## config.mk

```make
export PLATFORM = sky130hd
export DESIGN_NAME = vga_apb4_mst
export DESIGN_NICKNAME = d
export VERILOG_FILES = /design/src/rtl/vga_apb4_mst.sv
export SDC_FILE = /design/constraint.sdc
export NUM_CORES = 1
export LEC_CHECK = 0
export CAP_MARGIN = 15
export CORE_AREA = 2 2 88 90
export CTS_CLUSTER_SIZE = 24
export DETAILED_ROUTE_END_ITERATION = 8
export DIE_AREA = 0 0 90 92
export DONT_BUFFER_PORTS = 1
export PLACE_DENSITY = 0.77
export SETUP_SLACK_MARGIN = 0.4
export SYNTH_ARGS = -nofsm -noshare
export SYNTH_HDL_FRONTEND = slang
export SYNTH_SLANG_ARGS = --single-unit
export TNS_END_PERCENT = 20
```

## constraint.sdc

```tcl
create_clock -name pclk_i -period 3.4 [get_ports pclk_i]
set_clock_uncertainty 0.1 [all_clocks]
set_input_delay 0.51 -clock pclk_i [delete_from_list [all_inputs] [get_ports pclk_i]]
set_output_delay 0.51 -clock pclk_i [all_outputs]
set_load 0.1 [all_outputs]
```

## src/rtl/vga_apb4_mst.sv

```systemverilog
// vga_apb4_mst - APB4 initiator issuing single read/write transfers.
//
// A requester hands one command at a time over a valid/ready channel. The
// block runs one APB4 transfer (SETUP, then ACCESS until pready or timeout)
// and returns the result over a valid/ready response channel. Only one
// transaction is in flight; a new command is taken only from IDLE.
//
// Ports:
//   pclk_i, rst_i            clock, synchronous active-high reset
//   cmd_*                    command channel (valid/ready, write, addr,
//                            wdata, strb, prot)
//   tmo_cyc_i                max ACCESS cycles before abort, 0 = no timeout
//   rsp_*                    response channel (valid/ready, rdata, err, tmo)
//   busy_o                   transaction in progress
//   p*_o / p*_i              APB4 requester-side bus signals
module vga_apb4_mst #(
  parameter int ADDR_WIDTH = 32,
  parameter int DATA_WIDTH = 32,
  parameter int TMO_WIDTH  = 8
) (
  input  logic                    pclk_i,
  input  logic                    rst_i,
  input  logic                    cmd_valid_i,
  output logic                    cmd_ready_o,
  input  logic                    cmd_write_i,
  input  logic [ADDR_WIDTH-1:0]   cmd_addr_i,
  input  logic [DATA_WIDTH-1:0]   cmd_wdata_i,
  input  logic [DATA_WIDTH/8-1:0] cmd_strb_i,
  input  logic [2:0]              cmd_prot_i,
  input  logic [TMO_WIDTH-1:0]    tmo_cyc_i,
  output logic                    rsp_valid_o,
  input  logic                    rsp_ready_i,
  output logic [DATA_WIDTH-1:0]   rsp_rdata_o,
  output logic                    rsp_err_o,
  output logic                    rsp_tmo_o,
  output logic                    busy_o,
  output logic [ADDR_WIDTH-1:0]   paddr_o,
  output logic [2:0]              pprot_o,
  output logic                    psel_o,
  output logic                    penable_o,
  output logic                    pwrite_o,
  output logic [DATA_WIDTH-1:0]   pwdata_o,
  output logic [DATA_WIDTH/8-1:0] pstrb_o,
  input  logic                    pready_i,
  input  logic [DATA_WIDTH-1:0]   prdata_i,
  input  logic                    pslverr_i
);

  localparam int STRB_W = DATA_WIDTH / 8;
  localparam logic [TMO_WIDTH-1:0] TMO_ONE = TMO_WIDTH'(1);

  typedef enum logic [1:0] {
    S_IDLE   = 2'd0,
    S_SETUP  = 2'd1,
    S_ACCESS = 2'd2,
    S_RESP   = 2'd3
  } state_e;

  state_e                  state_q, state_d;
  logic [ADDR_WIDTH-1:0]   paddr_q, paddr_d;
  logic [DATA_WIDTH-1:0]   pwdata_q, pwdata_d;
  logic [STRB_W-1:0]       pstrb_q, pstrb_d;
  logic [2:0]              pprot_q, pprot_d;
  logic                    pwrite_q, pwrite_d;
  logic                    psel_q, psel_d;
  logic                    penable_q, penable_d;
  logic [DATA_WIDTH-1:0]   rdata_q, rdata_d;
  logic                    err_q, err_d;
  logic                    tmo_q, tmo_d;
  logic [TMO_WIDTH-1:0]    cnt_q, cnt_d;
  logic                    tmo_fire;

  // Counter holds at all-ones so a long wait with the timeout disabled
  // cannot wrap around into a spurious match if tmo_cyc_i is raised later.
  function automatic logic [TMO_WIDTH-1:0] sat_inc(input logic [TMO_WIDTH-1:0] v);
    if (&v) return v;
    return v + TMO_ONE;
  endfunction

  // Counter counts completed ACCESS cycles without pready; this cycle is
  // the tmo_cyc_i-th one when the count equals tmo_cyc_i-1.
  assign tmo_fire = (tmo_cyc_i != '0) && (cnt_q == (tmo_cyc_i - TMO_ONE));

  always_comb begin
    state_d   = state_q;
    paddr_d   = paddr_q;
    pwdata_d  = pwdata_q;
    pstrb_d   = pstrb_q;
    pprot_d   = pprot_q;
    pwrite_d  = pwrite_q;
    psel_d    = psel_q;
    penable_d = penable_q;
    rdata_d   = rdata_q;
    err_d     = err_q;
    tmo_d     = tmo_q;
    cnt_d     = cnt_q;
    case (state_q)
      S_IDLE: begin
        if (cmd_valid_i) begin
          paddr_d  = cmd_addr_i;
          pwdata_d = cmd_wdata_i;
          pstrb_d  = cmd_write_i ? cmd_strb_i : '0;
          pprot_d  = cmd_prot_i;
          pwrite_d = cmd_write_i;
          psel_d   = 1'b1;
          state_d  = S_SETUP;
        end
      end
      S_SETUP: begin
        penable_d = 1'b1;
        cnt_d     = '0;
        state_d   = S_ACCESS;
      end
      S_ACCESS: begin
        // pready has priority over a timeout firing in the same cycle.
        if (pready_i) begin
          rdata_d   = pwrite_q ? '0 : prdata_i;
          err_d     = pslverr_i;
          tmo_d     = 1'b0;
          psel_d    = 1'b0;
          penable_d = 1'b0;
          state_d   = S_RESP;
        end else if (tmo_fire) begin
          rdata_d   = '0;
          err_d     = 1'b1;
          tmo_d     = 1'b1;
          psel_d    = 1'b0;
          penable_d = 1'b0;
          state_d   = S_RESP;
        end else begin
          cnt_d = sat_inc(cnt_q);
        end
      end
      S_RESP: begin
        if (rsp_ready_i) state_d = S_IDLE;
      end
      default: state_d = S_IDLE;
    endcase
  end

  always_ff @(posedge pclk_i) begin
    if (rst_i) begin
      state_q   <= S_IDLE;
      paddr_q   <= '0;
      pwdata_q  <= '0;
      pstrb_q   <= '0;
      pprot_q   <= '0;
      pwrite_q  <= 1'b0;
      psel_q    <= 1'b0;
      penable_q <= 1'b0;
      rdata_q   <= '0;
      err_q     <= 1'b0;
      tmo_q     <= 1'b0;
      cnt_q     <= '0;
    end else begin
      state_q   <= state_d;
      paddr_q   <= paddr_d;
      pwdata_q  <= pwdata_d;
      pstrb_q   <= pstrb_d;
      pprot_q   <= pprot_d;
      pwrite_q  <= pwrite_d;
      psel_q    <= psel_d;
      penable_q <= penable_d;
      rdata_q   <= rdata_d;
      err_q     <= err_d;
      tmo_q     <= tmo_d;
      cnt_q     <= cnt_d;
    end
  end

  assign cmd_ready_o = (state_q == S_IDLE);
  assign busy_o      = (state_q != S_IDLE);
  assign rsp_valid_o = (state_q == S_RESP);
  assign rsp_rdata_o = rdata_q;
  assign rsp_err_o   = err_q;
  assign rsp_tmo_o   = tmo_q;
  assign paddr_o     = paddr_q;
  assign pwdata_o    = pwdata_q;
  assign pstrb_o     = pstrb_q;
  assign pprot_o     = pprot_q;
  assign pwrite_o    = pwrite_q;
  assign psel_o      = psel_q;
  assign penable_o   = penable_q;

endmodule
```

### Word-level counts from Yosys, hierarchy flattened

Cells that the tools add are included.

| word-level totals | value |
|---|---|
| flip-flop bits (word level) | 118 |
| bits in latches | 0 |
| bits in writable memories | 0 |
| ROM bits | 0 |
| input bits | 118 |
| output and inout bits | 111 |
| logic and storage cells | 63 |
| memories | 0 |

| operators by class | value |
|---|---|
| add/sub/neg operators | 2 |
| multipliers | 0 |
| div/mod/pow operators | 0 |
| order comparisons | 0 |
| equality and inequality tests | 10 |
| shifts and indexed selects | 0 |
| multiplexer cells | 25 |
| bitwise operators | 0 |
| reductions and logical operators | 14 |

Operator list:

| cell | number |
|---|---|
| $mux 32 | 3 |
| $mux 8 | 3 |
| $pmux 8 s2 | 1 |
| $mux 1 | 10 |
| $add 8x1->8 const B | 1 |
| $eq 8x8->1 | 1 |
| $mux 2 | 4 |
| $pmux 2 s4 | 1 |
| $reduce_and 8->1 | 1 |
| $reduce_bool 2->1 | 4 |
| $reduce_bool 8->1 | 1 |
| $sub 8x1->8 const B | 1 |
| $ne 2x2->1 const B | 3 |
| $ne 3x3->1 const B | 2 |
| $reduce_and 2->1 | 3 |
| $reduce_and 3->1 | 2 |
| $eq 2x2->1 const B | 2 |
| $mux 4 | 1 |
| $pmux 1 s2 | 2 |
| $reduce_and 4->1 | 1 |
| $eq 2x1->1 const B | 1 |
| $logic_not 2->1 | 1 |
| $ne 2x1->1 const B | 1 |
| $logic_and 1x1->1 | 1 |

### Longest topological paths before layout

Gate-level depths: netlist (run 1).

| depth | value |
|---|---|
| depth in word-level cells | 10 |
| depth in mapped cells | 10 |
| gate-level depth less buffers | 9 |

### Worst setup path before layout (run 1)

OpenSTA, ideal clock, no wires.

| path | value |
|---|---|
| path kind | input port to flip-flop |
| start point | input port tmo_cyc_i[0] |
| end point | register cnt_q[5] |
| setup time | 0.069 ns |
| data arrival time | 2.507 ns |
| required time | 3.231 ns |
| setup slack | 0.724 ns |
| stages | 9 |
| buffers on the path | 0 |
| cells stage by stage | inv_1 -> ha_1 -> nor3b_4 -> nand3b_1 -> a21oi_1 -> o311a_4 -> a2111o_1 -> or4_1 -> o21ai_1 |

| on the way | value |
|---|---|
| longest elaborated chain between the ends | 5 |
| elaborated cells between the ends (all ways) | 6 |
| those cells by class | 1 x add/sub; 2 x eq/ne; 3 x reduce/logical |

RTL lines:

| what | RTL line | text |
|---|---|---|
| start, declared | 30 | `input logic [TMO_WIDTH-1:0] tmo_cyc_i,` |
| $sub 8x1->8 | 82 | `assign tmo_fire = (tmo_cyc_i != '0) && (cnt_q == (tmo_cyc_i - TMO_ONE));` |
| $eq 8x8->1 | 82 |  |
| $logic_and 1x1->1 (*) | 82 |  |
| $ne 2x2->1 (no source line) (*) | -- |  |
| $reduce_and 4->1 (no source line) (*) | -- |  |
| end signal, assigned | 167 | `cnt_q <= cnt_d;` |
| end, declared | 70 | `logic [TMO_WIDTH-1:0] cnt_q, cnt_d;` |

Every way passes the cells marked *; elsewhere a longest branch is shown, timed or not.
A chain may end at the register's enable or synchronous reset.

### Worst setup path in the final report (run 1)

| path | value |
|---|---|
| start point | register cnt_q[4] |
| end point | register rdata_q[23], in the netlist rsp_rdata_o[23] |

| on the way | value |
|---|---|
| longest elaborated chain between the ends | 4 |

RTL lines:

| what | RTL line | text |
|---|---|---|
| $eq 8x8->1 | 82 |  |
| $logic_and 1x1->1 | 82 |  |
| $reduce_bool 2->1 (no source line) | -- |  |
| $reduce_and 2->1 (no source line) | -- |  |
| end signal, assigned | 164 | `rdata_q <= rdata_d;` |
| end, declared | 67 | `logic [DATA_WIDTH-1:0] rdata_q, rdata_d;` |

No other way between the ends.

==> results of run 1 <==
[worst paths after layout]
path / start / to / slack [ps] / cells after the start
worst max-delay path: cnt_q[4]$_SDFFE_PP0P_ / rsp_rdata_o[23]$_SDFFE_PP0P_ / 970 / 8
worst min-delay path: prdata_i[6] / rsp_rdata_o[6]$_SDFFE_PP0P_ / 30 / 1
worst max register to register: cnt_q[4]$_SDFFE_PP0P_ / rsp_rdata_o[23]$_SDFFE_PP0P_ / 970 / 8
worst min register to register: cnt_q[7]$_SDFFE_PP0P_ / cnt_q[7]$_SDFFE_PP0P_ / 430 / 2
[registers in the layout, indices dropped and copies added, names as in the netlist]
register,count
penable_o,1
pstrb_o,4
rsp_tmo_o,1
pprot_o,3
paddr_o,32
pwdata_o,32
state_q,2
rsp_rdata_o,32
pwrite_o,1
cnt_q,8
psel_o,1
rsp_err_o,1
[power groups by stage]
stage	logic (mW)	clock network [mW]	registers, mW
CTS	1.02	1.81	3.27
floorplan	0.803	0	3.25
detailed placement	0.998	0	3.29
finish	1.01	1.79	3.27
global placement	0.961	0	3.29
global route	1.13	1.87	3.29
[kinds of logic after synthesis]
kind of cell	count (synthesis)	share of synthesized area
and+or+nand+nor	200	0.193
muxes	4	0.00922
xor gates and xnor gates	9	0.0176
buffers and inverters	44	0.0394
AOI/OAI and AO/OA	137	0.196
DFF	118	0.528
adders and majority gates	6	0.0168
[layer usage]
metal  track usage  wire length, µm  share of wire
met1         0.272             3930           0.36
met2         0.443             5680           0.52
met3         0.117             1090           0.10
met4         0.127              249          0.023
met5             0                0              0
[cells in the mapped netlist, drive strengths merged, types with 3 or more instances]
cell,instances
inv,8
a21oi,83
nand2b,4
nand2,151
xnor2,7
nor2,7
o21ai,5
ha,6
nor3b,3
buf,7
clkbuf,29
nand3,10
or4,4
nor3,7
dfxtp,118
a22o,32
mux2i,3
[cell type report]
type / instances / area share
clock inverter: 14 / 0.0335
inverter: 8 / 0.00579
timing repair buffer: 11 / 0.0227
sequential: 118 / 0.455
tap: 102 / 0.0246
clock buffer: 18 / 0.0825
multi-input combinational: 356 / 0.376
==> reports/results.tsv, run 1 <==
metric	value	unit
synth warn	0	
Post-CTS Resized	0	
crit end category	flop	
WP buf/inv	1	
Fmax	0.411	GHz
setup TNS	0	ps
vias in the first global route	3550	
post-route ant nets	0	
clock sinks	118	
syn_area_per_cell	8.64	µm²
outcome	finished clean	
Worst Hold Margin	30.4	ps
cell taking the most area after synthesis	dfxtp_1	
clock slew at the register clock pins of the worst setup and hold paths	60	ps
largest net degree at the start of global routing	80	
Cell Area, Synth	4480	µm²
Final period util	0.715	
CTS tree	built	
critical path's slowest cell	dfxtp_1	
Synth top area share	0.528	
distinct cell type count after synthesis	47	
Die Ht	92	µm
Arr. time, crit path	2720	ps
part of the power in the clock network	0.294	
cell area after layout	5190	µm²
Placed Cells	593	
H-tree levels	4	
worst setup margin	969	ps
Max VDD drop	656	µV
register area share after synthesis	0.528	
Psw	3.01	mW
Seq. cell area	2360	µm²
1st-iter DRT viols	173	
CP cell instances	nor3b_1 -> nand4b_1 -> o2111ai_1 -> o311a_4 -> a21o_2 -> a21oi_2 -> buf_4 -> a22o_1	
Layout Cells excl Fill	627	
drt pass-1 iters	5	
syn_nets	642	
die area	8280	µm²
vias per cell	5.77	
post-route core utilization	0.697	
Fin. Hold Viols	0	
gr ovfl total	0	
chip width	90	µm
RSZ-0062 raised after global routing	false	
Hold Buf Count CTS	2	
first-pass GRT wire length	17.2	mm
dpl ws	539	ps
relative slew slack	0.280	
worst-margin pin slew	1080	ps
CTS Buf Count	17	
Antenna Cells	0	
register share of total power	0.539	
final setup violation count	0	
Gate Count Post-Synth	518	
Multi-input gate area	1950	µm²
Skew-Pair Late Insertion Delay	500	ps
CP Class	reg -> reg	
Area Growth Syn to Fin	15.8	%
hold crit path type	in -> reg	
static leakage	1.94	nW
Vias	3616	
fillers	621	
Routed WL	11.0	mm
clock period minus worst slack	2430	ps
synthesized flop and latch total	118	
Sw Ratio	0.496	
Max Cap Violations	0	
critical path launch point type	flop	
clock buffer depth	2	
Core ar.	7450	µm²
FFs w/ async S/R, synth	0	
# DRC	0	
Pint	3.06	mW
Post-DP Area	4550	µm²
Post-synth EDFFs	0	
CP top delay family	compound AO/OA/AOI/OAI gates	
Worst EP required	3690	ps
Root Driver	clkbuf_8	
worst-path maximum fanout	32	
Most used DFF post-synth	dfxtp_1	
Pwr Total	6.07	mW
Final GP Congestion	0.776	
Pins Over Slew Limit	0	
top cells by area, synth	dfxtp_1, nand2_1, a21oi_1, a22o_1, clkbuf_1	
combinational power share	0.167	
row count	32	
pwr/cell area	1170	nW/µm²
GRT Util Overall	0.259	
Post-CTS Setup Bufs	0	
most common cell after layout, fill and taps aside	nand2_1	
share of layout cells above drive strength 1	0.101	
initial antenna violation count	0	
Ports	229	
Port Buf Inserts	0	
Layout Nets	636	
HPWL after DPL	7.50	mm
most frequent cells in the layout	nand2_1, dfxtp_1, a21oi_1	
CP max stage delay	550	ps
wire per inst	17.5	µm
initial cell density of the core	0.601	
No activity file was read; power rests on OpenSTA's default activity.
==> run 2, diff against run 1 <==
==> constraint.sdc (replaced) <==
create_clock -name pclk_i -period 2.5 [get_ports pclk_i]
set_clock_uncertainty 0.1 [all_clocks]
set_input_delay 0.375 -clock pclk_i [delete_from_list [all_inputs] [get_ports pclk_i]]
set_output_delay 0.375 -clock pclk_i [all_outputs]
set_load 0.1 [all_outputs]
==> run 2 against run 1 <==
The flow now stops in 4_1_cts. Synthesized cell count did not move. Area after synthesis unchanged.
==> reports/results.tsv, run 2 <==
metric	value	unit	change
outcome	stopped before the end		
Stop stage	4_1_cts		
stop err	[ERROR DPL-0033] detailed placement checks failed during check placement.		
HPWL after DPL	8.67	mm	+16%
cell taking the most area after synthesis	dfxtp_1		
CTS Buf Count	17		unchanged
dpl ws	-272	ps	-811 ps
initial cell density of the core	0.601		unchanged
Most used DFF post-synth	dfxtp_1		
Post-CTS Setup Bufs	6		+6
syn_area_per_cell	8.64	µm²	unchanged
Synth top area share	0.528		unchanged
Ports	229		unchanged
Die Ht	92	µm	unchanged
Port Buf Inserts	0		unchanged
most instantiated cells after synthesis	nand2_1, dfxtp_1, a21oi_1		
Root Driver	clkbuf_8		
register area share after synthesis	0.528		unchanged
clock sinks	118		unchanged
Hold Buf Count CTS	108		+106
top-count cell post-synth	nand2_1		
synth warn	0		unchanged
top cells by area, synth	dfxtp_1, nand2_1, a21oi_1, a22o_1, clkbuf_1		
Cell Area, Synth	4480	µm²	unchanged
H-tree levels	4		unchanged
Post-synth EDFFs	0		unchanged
chip width	90	µm	unchanged
Post-CTS Resized	13		+13
Gate Count Post-Synth	518		unchanged
clock buffer depth	2		unchanged
syn_nets	642		unchanged
row count	32		unchanged
distinct cell type count after synthesis	47		unchanged
Placed Cells	710		+20%
synthesized flop and latch total	118		unchanged
Final GP Congestion	0.874		+13%
FFs w/ async S/R, synth	0		unchanged
## run 2: stage by stage
| step | instance area [µm²] | TNS [ps] |
|---|---|---|
| 2_1_floorplan | 4540 | -35.8 |
| 3_3_place_gp | 5470 | -5610 |
| 3_5_place_dp | 5470 | -8750 |
## run 2: cell families after synthesis
family          Yosys count  share of synthesized area
compound gates          137                      0.196
xor+xnor                  9                     0.0176
fa+ha+maj                 6                     0.0168
buf+inv                  44                     0.0394
flops                   118                      0.528
mux                       4                    0.00922
simple gates            200                      0.193
==> run 3, diff against run 2 <==
--- a/config.mk
+++ b/config.mk
@@ -6,13 +6,10 @@
 export NUM_CORES = 1
 export LEC_CHECK = 0
 export CAP_MARGIN = 15
-export CORE_AREA = 2 2 88 90
-export CTS_CLUSTER_SIZE = 24
+export CORE_UTILIZATION = 40
 export DETAILED_ROUTE_END_ITERATION = 8
-export DIE_AREA = 0 0 90 92
 export DONT_BUFFER_PORTS = 1
-export PLACE_DENSITY = 0.77
-export SETUP_SLACK_MARGIN = 0.4
+export PLACE_DENSITY_LB_ADDON = 0.15
 export SYNTH_ARGS = -nofsm -noshare
 export SYNTH_HDL_FRONTEND = slang
 export SYNTH_SLANG_ARGS = --single-unit
==> run 3 against run 2 <==
The run now ends clean.
==> reports/results.tsv, run 3 (synthesized netlist as in run 1, its figures left out) <==
metric	value	unit	change
Skew-Pair Late Insertion Delay	500	ps	
fillers	880		
CP Class	reg -> reg		
Root Driver	clkbuf_8		
vias in the first global route	4639		
Layout Nets	859		
Post-CTS Setup Bufs	0		-6
most common cell after layout, fill and taps aside	nand2_1		
hold crit path type	in -> reg		
outcome	finished clean		
static leakage	2.99	nW	
Final GP Congestion	0.775		-11%
critical path launch point type	flop		
worst setup margin	151	ps	
clock buffer depth	2		unchanged
vias per cell	5.16		
clock period minus worst slack	2350	ps	
crit end category	flop		
CP max stage delay	590	ps	
Area Growth Syn to Fin	58.5	%	
cell area after layout	7100	µm²	
1st-iter DRT viols	264		
worst-path maximum fanout	72		
initial antenna violation count	0		
Post-DP Area	5490	µm²	+0.30%
post-route ant nets	0		
wire per inst	15.5	µm	
Die Ht	108	µm	+17%
Ports	229		unchanged
CTS tree	built		
CTS Buf Count	17		unchanged
largest net degree at the start of global routing	82		
Port Buf Inserts	0		unchanged
pwr/cell area	1200	nW/µm²	
gr ovfl total	0		
Core ar.	10900	µm²	
Pins Over Slew Limit	0		
Max Cap Violations	0		
drt pass-1 iters	5		
Worst EP required	2830	ps	
chip width	108	µm	+20%
initial cell density of the core	0.411		-0.190
H-tree levels	4		unchanged
Fmax	0.426	GHz	
most frequent cells in the layout	nand2_1, buf_4, dfxtp_1		
Max VDD drop	655	µV	
row count	38		+19%
Routed WL	13.7	mm	
Fin. Hold Viols	0		
Final period util	0.940		
clock sinks	118		unchanged
HPWL after DPL	8.24	mm	-5.0%
Arr. time, crit path	2680	ps	
RSZ-0062 raised after global routing	false		
critical path's slowest cell	dlygate4sd3_1		
first-pass GRT wire length	21.5	mm	
worst-margin pin slew	448	ps	
Antenna Cells	0		
share of layout cells above drive strength 1	0.217		
CP top delay family	buffers and inverters		
dpl ws	-121	ps	+151 ps
Vias	4576		
CP cell instances	inv_1 -> ha_1 -> and2_2 -> buf_12 -> nand3_1 -> dlygate4sd3_1 -> a21oi_1		
relative slew slack	0.699		
GRT Util Overall	0.238		
clock slew at the register clock pins of the worst setup and hold paths	50	ps	
setup TNS	0	ps	
final setup violation count	0		
die area	11600	µm²	
WP buf/inv	3		
# DRC	0		
-- run 3: per-layer routing --
metal  track usage  up-vias  wire length [µm]
li1              -     2207                 -
met1         0.244     2149              5200
met2         0.425      181              7170
met3        0.0793       39               889
met4         0.131        0               451
met5             0        -                 0
-- run 3: report_power, final --
part / switching [mW] / internal [mW] / total [mW]
Combinational: 3.25 / 0.892 / 4.14
Sequential: 0.102 / 2.19 / 2.29
Clock: 0.767 / 1.35 / 2.12
Total: 4.12 / 4.43 / 8.55
-- run 3: area by class of cell --
cell class / instances / area (µm²) / area share
Clock buffer: 25 / 464 / 0.0654
Clock inverter: 5 / 50.0 / 0.00705
Inverter: 8 / 30.0 / 0.00423
Multi-Input combinational cell: 356 / 1950 / 0.274
Sequential cell: 118 / 2360 / 0.333
Tap cell: 140 / 175 / 0.0247
Timing Repair Buffer: 234 / 2070 / 0.292
-- run 3: worst register-to-register path, stage by stage, from the launching register on --
cell and delay [ps]:
dfxtp_1 320, inv_1 100, ha_1 320, and2_2 250
buf_12 270, nand3_1 200, dlygate4sd3_1 590, a21oi_1 140
-- run 3: final timing paths --
path	slack [ps]	end	start	depth (start not counted)
setup / recovery	150	pstrb_o[2]$_SDFFE_PP0P_	state_q[1]$_SDFFE_PP0P_	7
hold / removal	60	cnt_q[2]$_SDFFE_PP0P_	rst_i	2
setup reg to reg	150	pstrb_o[2]$_SDFFE_PP0P_	state_q[1]$_SDFFE_PP0P_	7
hold reg to reg	360	pwdata_o[18]$_SDFFE_PP0P_	pwdata_o[18]$_SDFFE_PP0P_	2
-- run 3: through the flow --
stage	hold WS [ps]	total power, mW	utilization	cells
after floorplan	376	5.51	-	518
after global routing	23.5	8.90	0.652	886
after CTS	20.0	8.57	0.652	886
final	58.2	8.55	0.652	886
after detailed placement	342	6.28	0.504	748
after global placement	337	6.22	0.504	748
-- run 3: repair_timing --
action,in CTS,in global routing
hold buffers,108,0
hold endpoints to repair,115,0
resized for setup,0,0
==> run 4, diff against run 3 <==
--- a/config.mk
+++ b/config.mk
@@ -6,7 +6,7 @@
 export NUM_CORES = 1
 export LEC_CHECK = 0
 export CAP_MARGIN = 15
-export CORE_UTILIZATION = 40
+export CORE_UTILIZATION = 60
 export DETAILED_ROUTE_END_ITERATION = 8
 export DONT_BUFFER_PORTS = 1
 export PLACE_DENSITY_LB_ADDON = 0.15
==> run 4 against run 3 <==
The flow now stops in 4_1_cts. Area after synthesis unchanged. Synthesized cell count unchanged.
==> reports/results.tsv, run 4 <==
metric	value	unit	change
Hold Buf Count CTS	108		unchanged
row count	31		-18%
HPWL after DPL	8.42	mm	+2.2%
Gate Count Post-Synth	518		unchanged
Ports	229		unchanged
register area share after synthesis	0.528		unchanged
Root Driver	clkbuf_8		
Post-CTS Setup Bufs	0		unchanged
Port Buf Inserts	0		unchanged
clock sinks	118		unchanged
outcome	stopped before the end		
Most used DFF post-synth	dfxtp_1		
Placed Cells	706		-5.6%
top cells by area, synth	dfxtp_1, nand2_1, a21oi_1, a22o_1, clkbuf_1		
Post-synth EDFFs	0		unchanged
Cell Area, Synth	4480	µm²	unchanged
synthesized flop and latch total	118		unchanged
Stop stage	4_1_cts		
distinct cell type count after synthesis	47		unchanged
stop err	[ERROR DPL-0033] detailed placement checks failed during check placement.		
Final GP Congestion	0.781		+0.83%
cell taking the most area after synthesis	dfxtp_1		
Post-CTS Resized	0		unchanged
most instantiated cells after synthesis	nand2_1, dfxtp_1, a21oi_1		
Die Ht	88.4	µm	-18%
CTS Buf Count	17		unchanged
FFs w/ async S/R, synth	0		unchanged
clock buffer depth	2		unchanged
Synth top area share	0.528		unchanged
top-count cell post-synth	nand2_1		
syn_nets	642		unchanged
chip width	88.4	µm	-18%
synth warn	0		unchanged
syn_area_per_cell	8.64	µm²	unchanged
H-tree levels	4		unchanged
initial cell density of the core	0.621		+0.209
[run 4: cell counts after synthesis]
No cell type changed its count.
[run 4: kinds of logic after synthesis]
group / share of synthesized area
buf+inv: 0.0394
flops: 0.528
mux: 0.00922
simple gates: 0.193
compound gates: 0.196
fa+ha+maj: 0.0168
xor+xnor: 0.0176
[run 4: per-stage QoR]
stage,hold slack [ps],utilization,area (µm²),worst slack (ps),TNS [ps]
after floorplan,376,-,4480,-40.6,-93.3
after global placement,337,0.751,5420,-8.93,-13.9
after detailed placement,341,0.751,5420,-117,-371
